## config.mk

```make
export PLATFORM = sky130hd
export DESIGN_NAME = dcache_ctrl
export DESIGN_NICKNAME = d
export VERILOG_FILES = /design/src/rtl/dcache_pkg.sv /design/src/rtl/dcache_array.sv /design/src/rtl/dcache_ctrl.sv
export SDC_FILE = /design/constraint.sdc
export NUM_CORES = 2
export LEC_CHECK = 0
export BUFFER_PORTS_ARGS = -buffer_cell sky130_fd_sc_hd__buf_2
export CORE_MARGIN = 2
export CORE_UTILIZATION = 33
export CTS_CLUSTER_SIZE = 30
export DETAILED_ROUTE_END_ITERATION = 6
export HOLD_SLACK_MARGIN = 0.05
export PLACE_DENSITY = 0.58
export SLEW_MARGIN = 20
export SYNTH_ARGS = -nofsm -noshare
export SYNTH_HDL_FRONTEND = slang
export SYNTH_MEMORY_MAX_BITS = 65536
export SYNTH_SLANG_ARGS = --single-unit
```

## constraint.sdc

```tcl
create_clock -name clk -period 14.7 [get_ports clk]
set_clock_uncertainty 0.15 [all_clocks]
set_input_delay 3.675 -clock clk [delete_from_list [all_inputs] [get_ports clk]]
set_output_delay 3.675 -clock clk [all_outputs]
set_load 0.01 [all_outputs]
```

## src/rtl/dcache_pkg.sv

```systemverilog
// dcache_pkg: shared widths, FSM state encoding and address field extraction
// for the direct-mapped write-back data cache.
`ifndef DCACHE_PKG_MACROS
`define DCACHE_PKG_MACROS
`define DC_TAG(a) a[dcache_pkg::ADDR_W-1 -: dcache_pkg::TAG_W]
`define DC_IDX(a) a[dcache_pkg::OFFSET_W +: dcache_pkg::INDEX_W]
`define DC_OFF(a) a[dcache_pkg::OFFSET_W-1:0]
`endif

package dcache_pkg;
    localparam int ADDR_W   = 16;
    localparam int DATA_W   = 16;
    localparam int INDEX_W  = 6;
    localparam int OFFSET_W = 2;

    localparam int unsigned WORDS = 4;
    localparam int LINE_W = 4 * DATA_W;
    localparam int TAG_W  = ADDR_W - INDEX_W - OFFSET_W;
    localparam int LINES  = 1 << INDEX_W;

    typedef enum logic [1:0] {
        S_IDLE   = 2'd0,
        S_WRBACK = 2'd1,
        S_FILL   = 2'd2
    } state_t;
endpackage

```

## src/rtl/dcache_array.sv

```systemverilog
// dcache_array: per-line {valid, dirty, tag, data} storage with one combinational
// read port and one synchronous write port (word-masked store or full-line fill).
module dcache_array
    import dcache_pkg::*;
(
    input  logic               clk,
    input  logic               rst,
    input  logic [INDEX_W-1:0] i_ridx,
    output logic               o_valid,
    output logic               o_dirty,
    output logic [TAG_W-1:0]   o_tag,
    output logic [LINE_W-1:0]  o_line,
    input  logic [INDEX_W-1:0] i_widx,
    input  logic [WORDS-1:0]   i_wmask,
    input  logic [DATA_W-1:0]  i_wword,
    input  logic               i_fill,
    input  logic [TAG_W-1:0]   i_ftag,
    input  logic [LINE_W-1:0]  i_fline
);
    logic [LINES-1:0]  r_valid;
    logic [LINES-1:0]  r_dirty;
    logic [TAG_W-1:0]  r_tag  [LINES];
    logic [LINE_W-1:0] r_line [LINES];

    always_comb begin
        o_valid = r_valid[i_ridx];
        o_dirty = r_dirty[i_ridx];
        o_tag   = r_tag[i_ridx];
        o_line  = r_line[i_ridx];
    end

    always_ff @(posedge clk) begin
        if (rst) begin
            r_valid <= '0;
            r_dirty <= '0;
        end else if (i_fill) begin
            r_valid[i_widx] <= 1'b1;
            r_dirty[i_widx] <= 1'b0;
        end else if (|i_wmask) begin
            r_dirty[i_widx] <= 1'b1;
        end
    end

    // Tag and data carry no reset so they can map onto plain RAM.
    always_ff @(posedge clk) begin
        if (i_fill) begin
            r_tag[i_widx]  <= i_ftag;
            r_line[i_widx] <= i_fline;
        end else begin
            for (int unsigned w = 0; w < WORDS; w++) begin
                if (i_wmask[w]) begin
                    r_line[i_widx][w*DATA_W +: DATA_W] <= i_wword;
                end
            end
        end
    end
endmodule

```

## src/rtl/dcache_ctrl.sv

```systemverilog
// dcache_ctrl: direct-mapped write-back/write-allocate data cache controller.
// Optional hit/miss counters are built when DCACHE_PERF_CNT_EN is defined.
module dcache_ctrl
    import dcache_pkg::*;
(
    input  logic              clk,
    input  logic              rst,
    input  logic              cpu_rd,
    input  logic              cpu_wr,
    input  logic [ADDR_W-1:0] cpu_addr,
    input  logic [DATA_W-1:0] cpu_wdata,
    output logic [DATA_W-1:0] cpu_rdata,
    output logic              cpu_stall,
    output logic              mem_rd,
    output logic              mem_wr,
    output logic [ADDR_W-1:0] mem_addr,
    output logic [LINE_W-1:0] mem_wdata,
    input  logic [LINE_W-1:0] mem_rdata,
    input  logic              mem_rdy
`ifdef DCACHE_PERF_CNT_EN
    ,
    output logic [31:0]       hit_cnt,
    output logic [31:0]       miss_cnt
`endif
);
    state_t               r_state;
    logic [TAG_W-1:0]     r_tag;
    logic [INDEX_W-1:0]   r_idx;

    logic                 w_valid, w_dirty;
    logic [TAG_W-1:0]     w_vtag;
    logic [LINE_W-1:0]    w_line;
    logic [TAG_W-1:0]     w_tag;
    logic [INDEX_W-1:0]   w_idx;
    logic [OFFSET_W-1:0]  w_off;
    logic                 w_req, w_hit, w_idle, w_miss, w_done, w_fill;
    logic [WORDS-1:0]     w_wmask;
    logic [INDEX_W-1:0]   w_widx;

    assign w_tag = `DC_TAG(cpu_addr);
    assign w_idx = `DC_IDX(cpu_addr);
    assign w_off = `DC_OFF(cpu_addr);

    dcache_array u_array (
        .clk     (clk),
        .rst     (rst),
        .i_ridx  (w_idx),
        .o_valid (w_valid),
        .o_dirty (w_dirty),
        .o_tag   (w_vtag),
        .o_line  (w_line),
        .i_widx  (w_widx),
        .i_wmask (w_wmask),
        .i_wword (cpu_wdata),
        .i_fill  (w_fill),
        .i_ftag  (r_tag),
        .i_fline (mem_rdata)
    );

    always_comb begin
        w_req     = cpu_rd | cpu_wr;
        w_hit     = w_valid && (w_vtag == w_tag);
        w_idle    = (r_state == S_IDLE);
        w_miss    = w_idle & w_req & ~w_hit;
        w_done    = w_idle & w_req & w_hit;
        w_fill    = (r_state == S_FILL) & mem_rdy;
        w_widx    = w_fill ? r_idx : w_idx;
        w_wmask   = (w_done & cpu_wr) ? ({{(WORDS-1){1'b0}}, 1'b1} << w_off) : '0;
        cpu_stall = w_miss | ~w_idle;
        cpu_rdata = (w_done & cpu_rd & ~cpu_wr) ? w_line[w_off*DATA_W +: DATA_W] : '0;
    end

    always_ff @(posedge clk) begin
        if (rst) begin
            r_state   <= S_IDLE;
            r_tag     <= '0;
            r_idx     <= '0;
            mem_rd    <= 1'b0;
            mem_wr    <= 1'b0;
            mem_addr  <= '0;
            mem_wdata <= '0;
        end else begin
            case (r_state)
                S_IDLE: begin
                    if (w_miss) begin
                        r_tag <= w_tag;
                        r_idx <= w_idx;
                        if (w_valid & w_dirty) begin
                            r_state   <= S_WRBACK;
                            mem_wr    <= 1'b1;
                            mem_addr  <= {w_vtag, w_idx, {OFFSET_W{1'b0}}};
                            mem_wdata <= w_line;
                        end else begin
                            r_state  <= S_FILL;
                            mem_rd   <= 1'b1;
                            mem_addr <= {w_tag, w_idx, {OFFSET_W{1'b0}}};
                        end
                    end
                end
                S_WRBACK: begin
                    if (mem_rdy) begin
                        r_state  <= S_FILL;
                        mem_wr   <= 1'b0;
                        mem_rd   <= 1'b1;
                        mem_addr <= {r_tag, r_idx, {OFFSET_W{1'b0}}};
                    end
                end
                S_FILL: begin
                    if (mem_rdy) begin
                        r_state <= S_IDLE;
                        mem_rd  <= 1'b0;
                    end
                end
                default: r_state <= S_IDLE;
            endcase
        end
    end

`ifdef DCACHE_PERF_CNT_EN
    logic r_missed;

    // A request that stalled at any point is counted as a miss when it finally hits.
    always_ff @(posedge clk) begin
        if (rst) begin
            hit_cnt  <= '0;
            miss_cnt <= '0;
            r_missed <= 1'b0;
        end else if (w_miss) begin
            r_missed <= 1'b1;
        end else if (w_done) begin
            r_missed <= 1'b0;
            if (r_missed) miss_cnt <= miss_cnt + 32'd1;
            else          hit_cnt  <= hit_cnt + 32'd1;
        end
    end
`endif
endmodule

```

==> impl_results.html <==
<table>
<tr><th>Metric</th><th>Value</th></tr>
<tr><th colspan="2">Power and ir drop</th></tr>
<tr><td>Largest voltage drop on the vdd net</td><td>approximately 120 µV</td></tr>
<tr><td>P_leak</td><td>between 60 and 70 nW</td></tr>
<tr><td>Power density over cell area</td><td>approximately 130 mW/mm²</td></tr>
<tr><th colspan="2">Floorplanning</th></tr>
<tr><td>Starting density of the core</td><td>between 30% and 40%</td></tr>
<tr><td>Number of primary I/O pins</td><td>200</td></tr>
<tr><td>Total Die Area</td><td>0.577 mm²</td></tr>
<tr><td>Die Height</td><td>between 700 and 800 µm</td></tr>
<tr><td>Total core area</td><td>0.569 mm²</td></tr>
<tr><td>Die Width</td><td>approximately 760 µm</td></tr>
<tr><td>Site Rows</td><td>about 280</td></tr>
<tr><th colspan="2">STA</th></tr>
<tr><td>Slew @ Worst Pin</td><td>between 1 and 1.5 ns</td></tr>
<tr><td>Final critical delay including setup and external delays</td><td>12.47 ns</td></tr>
<tr><td>Final-report hold violation count</td><td>0</td></tr>
<tr><td>Final hold slack</td><td>approximately 0.32 ns</td></tr>
<tr><td>Share of the clock period used by the worst path after layout</td><td>a little over four fifths</td></tr>
<tr><td>Relative slew slack</td><td>19.1%</td></tr>
<tr><td>Fmax</td><td>between 0.08 and 0.09 GHz</td></tr>
<tr><td>RSZ-0062 raised after global routing</td><td>no</td></tr>
<tr><td>Finish-stage setup viols</td><td>0</td></tr>
<tr><td>Accumulated negative setup slack</td><td>0 ns</td></tr>
<tr><td>Slew Limit Fails</td><td>0</td></tr>
<tr><td>Worst setup slack after layout</td><td>around 2.2 ns</td></tr>
<tr><th colspan="2">Finish</th></tr>
<tr><td>Fillers</td><td>between 50,000 and 60,000</td></tr>
<tr><td>Area used by multi-input combinational logic</td><td>approximately 0.045 mm²</td></tr>
<tr><td>Layout cell share with drive strength beyond 1</td><td>between 30% and 40%</td></tr>
<tr><td>Nets</td><td>approximately 9,100</td></tr>
<tr><td>Cell area after layout</td><td>~0.22 mm²</td></tr>
<tr><td>Area delta synth-&gt;final</td><td>15.4%</td></tr>
<tr><td>Register Area</td><td>0.143 mm²</td></tr>
<tr><td>Final core area utilization</td><td>38.2%</td></tr>
<tr><th colspan="2">Clock network</th></tr>
<tr><td>Number of buffers created by CTS</td><td>484</td></tr>
<tr><td>Clock slew at the register clock pins of the worst setup and hold paths</td><td>0.06 ns</td></tr>
<tr><td># H-tree levels</td><td>5</td></tr>
<tr><td>CTS Hold Bufs</td><td>0</td></tr>
<tr><td>Resized cells post-CTS</td><td>0</td></tr>
<tr><td>Total clock sinks</td><td>between 4,000 and 5,000</td></tr>
<tr><td>Clk buf depth</td><td>4</td></tr>
<tr><td>Post-CTS setup buffer count</td><td>0</td></tr>
<tr><td>CTS tree</td><td>built</td></tr>
<tr><td>Worst-skew pair later-pin latency</td><td>around 1.1 ns</td></tr>
<tr><td>Master cell of the clock root buffer</td><td>sky130_fd_sc_hd__clkbuf_16</td></tr>
<tr><th colspan="2">Place</th></tr>
<tr><td>Placed instance area</td><td>around 0.2 mm²</td></tr>
<tr><td>Number of buffers inserted by port buffering</td><td>197</td></tr>
<tr><td>Detailed placer's ending HPWL</td><td>between 300,000 and 400,000 µm</td></tr>
<tr><td>Pre-CTS setup slack</td><td>between 2 and 2.5 ns</td></tr>
<tr><td>Routability congestion estimate from global placement</td><td>between 0.8 and 0.9</td></tr>
<tr><th colspan="2">Route</th></tr>
<tr><td>Vias</td><td>approximately 93,000</td></tr>
<tr><td>First-pass iteration count of the detailed router</td><td>6</td></tr>
<tr><td>Via density per instance</td><td>between 5 and 6</td></tr>
<tr><td>Detailed-route DRC error count</td><td>0</td></tr>
<tr><td>WL final</td><td>559,000 µm</td></tr>
<tr><td>Initial DRC count</td><td>12,018</td></tr>
<tr><td>Number of antenna-violating nets in the routed design</td><td>0</td></tr>
<tr><td>Average wire per standard cell</td><td>~33 µm</td></tr>
<tr><th colspan="2">Run</th></tr>
<tr><td>Max-cap violations</td><td>0</td></tr>
<tr><th colspan="2">Synth</th></tr>
<tr><td>Most area-consuming cells after synthesis</td><td>sky130_fd_sc_hd__edfxtp_1, sky130_fd_sc_hd__mux4_2, sky130_fd_sc_hd__dfxtp_1</td></tr>
<tr><td>Number of instances in the synthesized netlist</td><td>approximately 8,500</td></tr>
<tr><td>Synth warnings</td><td>0</td></tr>
<tr><td>Post-synth top flop</td><td>sky130_fd_sc_hd__edfxtp_1</td></tr>
<tr><td>Top post-synthesis cells by count</td><td>sky130_fd_sc_hd__edfxtp_1, sky130_fd_sc_hd__mux4_2, sky130_fd_sc_hd__a21oi_1</td></tr>
<tr><td>Netlist area before placement</td><td>roughly 0.19 mm²</td></tr>
<tr><td>Share of synthesized flip-flops with an asynchronous set or reset</td><td>0%</td></tr>
<tr><td>Area share of the largest cell type after synthesis</td><td>approximately three quarters</td></tr>
<tr><td>Number of distinct library cells after synthesis</td><td>a little over 70</td></tr>
<tr><td>Post-Synthesis Mean Instance Area</td><td>roughly 22 µm²</td></tr>
<tr><td>Sequential element share of the synthesized area</td><td>between 70% and 80%</td></tr>
<tr><td>Most common cell in the synthesized netlist</td><td>sky130_fd_sc_hd__edfxtp_1</td></tr>
<tr><td>FF+latch count, synth</td><td>4,832</td></tr>
<tr><td>Post-synth top area cell</td><td>sky130_fd_sc_hd__edfxtp_1</td></tr>
<tr><td>EDFF count, synth</td><td>between 4,000 and 5,000</td></tr>
<tr><th colspan="2">Worst setup path</th></tr>
<tr><td>Critical path required time</td><td>about 11 ns</td></tr>
<tr><td>Critical path class</td><td>in2out</td></tr>
<tr><td>Startpoint kind of the worst setup timing path</td><td>input pin</td></tr>
<tr><td>Crit path arrival time</td><td>8.64 ns</td></tr>
<tr><td>Maximum fanout along the worst path</td><td>74</td></tr>
<tr><td>Type of destination of the critical path</td><td>output pin</td></tr>
<tr><th colspan="2">GRT</th></tr>
<tr><td>Wire length of the first global-routing pass</td><td>765,000 µm</td></tr>
<tr><td>Total GRT Usage</td><td>between 10% and 20%</td></tr>
<tr><td>Total congestion overflow after global routing</td><td>0</td></tr>
<tr><td>Vias in the first global route</td><td>93,381</td></tr>
<tr><td>Largest net degree at the start of global routing</td><td>between 100 and 150</td></tr>
<tr><td>Antenna violations before repair</td><td>45</td></tr>
<tr><th colspan="2">Status</th></tr>
<tr><td>Outcome</td><td>complete, no violations</td></tr>
<tr><th colspan="2">Min path</th></tr>
<tr><td>Hold/Removal Path Class</td><td>reg2reg</td></tr>
</table>
[placed cells by master (no fill, tap or decap), drive strengths merged, types with 5 or more instances in the layout]
master and instances:
a211o 6, a211oi 5, a21oi 358, a221oi 6
a22o 7, a22oi 67, a31oi 6, and2 7
and3 7, buf 604, bufinv 42, clkbuf 601
clkinv 224, clkinvlp 19, dfxtp 224, diode 31
edfxtp 4608, inv 29, mux2 66, mux2i 290
mux4 1423, nand2 104, nand2b 206, nand3 49
nand3b 5, nand4 80, nor2 233, nor2b 30
nor3 10, o211ai 33, o21ai 11, o221a 6
o22ai 10, o31ai 6, o41ai 5, or3 6
[kinds of logic after synthesis]
kind of cell | after synthesis | share of synthesized area [%]
simple gates | 752 | 2.08
flops | 4832 | 75.9
other cells | 1 | 0.00199
xor+xnor | 5 | 0.0272
compound gates | 544 | 1.73
buf+inv | 541 | 1.28
mux | 1779 | 19.0
[flip-flops by register name (all words and copies together) (netlist names), named ones only]
signal / cells
r_state: 2
mem_wr: 1
mem_wdata: 64
u_array.r_valid: 64
r_idx: 6
u_array.r_tag: 512
mem_rd: 1
u_array.r_line: 4096
r_tag: 8
mem_addr: 14
[through the flow]
step,total power [mW],std cells
global placement,17.0,16061
floorplan,16.3,8455
detailed placement,17.0,16063
global route,29.8,16973
finish,29.0,16997
CTS,29.2,16965
[report_power, final]
part	total, mW	internal (mW)	leakage (nW)	switching, mW
clock network	12.3	6.96	7.69	5.33
registers	15.1	15.1	43.5	0.0281
logic	1.60	0.552	16.0	1.05
[per-layer routing]
| metal | share of wire, % | global-route usage, % | up-vias |
|---|---|---|---|
| met1 | 39 | 24.5 | 51137 |
| li1 | - | - | 37015 |
| met3 | 8.8 | 4.31 | 872 |
| met2 | 49 | 30.8 | 4294 |
| met4 | 4.0 | 6.91 | 2 |
| met5 | 0.0023 | 0 | - |
[worst max-delay path, cell delays in order]
cell	delay [ns]
sky130_fd_sc_hd__buf_12	0.33
sky130_fd_sc_hd__buf_12	0.55
sky130_fd_sc_hd__buf_4	0.80
sky130_fd_sc_hd__mux4_2	0.61
sky130_fd_sc_hd__mux4_2	0.54
sky130_fd_sc_hd__mux4_2	0.71
sky130_fd_sc_hd__mux4_2	0.67
sky130_fd_sc_hd__nor2b_1	0.19
sky130_fd_sc_hd__buf_2	0.17
[path summary, 6_finish.rpt]
kind	start	end	slack, ns	cells past startpoint
worst max-delay path	cpu_addr[2]	cpu_rdata[10]	2.23	9
worst min-delay path	u_array.r_valid[22]$_SDFFE_PP0P_	u_array.r_valid[22]$_SDFFE_PP0P_	0.32	2
worst max register to register	u_array.r_tag[31][2]$_DFFE_PP_	u_array.r_line[57][51]$_DFFE_PP_	8.56	11
worst min register to register	u_array.r_valid[22]$_SDFFE_PP0P_	u_array.r_valid[22]$_SDFFE_PP0P_	0.32	2
[cell type report]
type                    instances  area share (%)
flip-flops and latches       4832            65.7
multi-input cells            3082            20.6
clock buffers                 601            5.94
well taps                    7533            4.34
repair buffers                604            2.05
clock inverters               301            1.31
diodes                         31          0.0357
inverters                      13          0.0282
(Power assumes the default switching activity.)
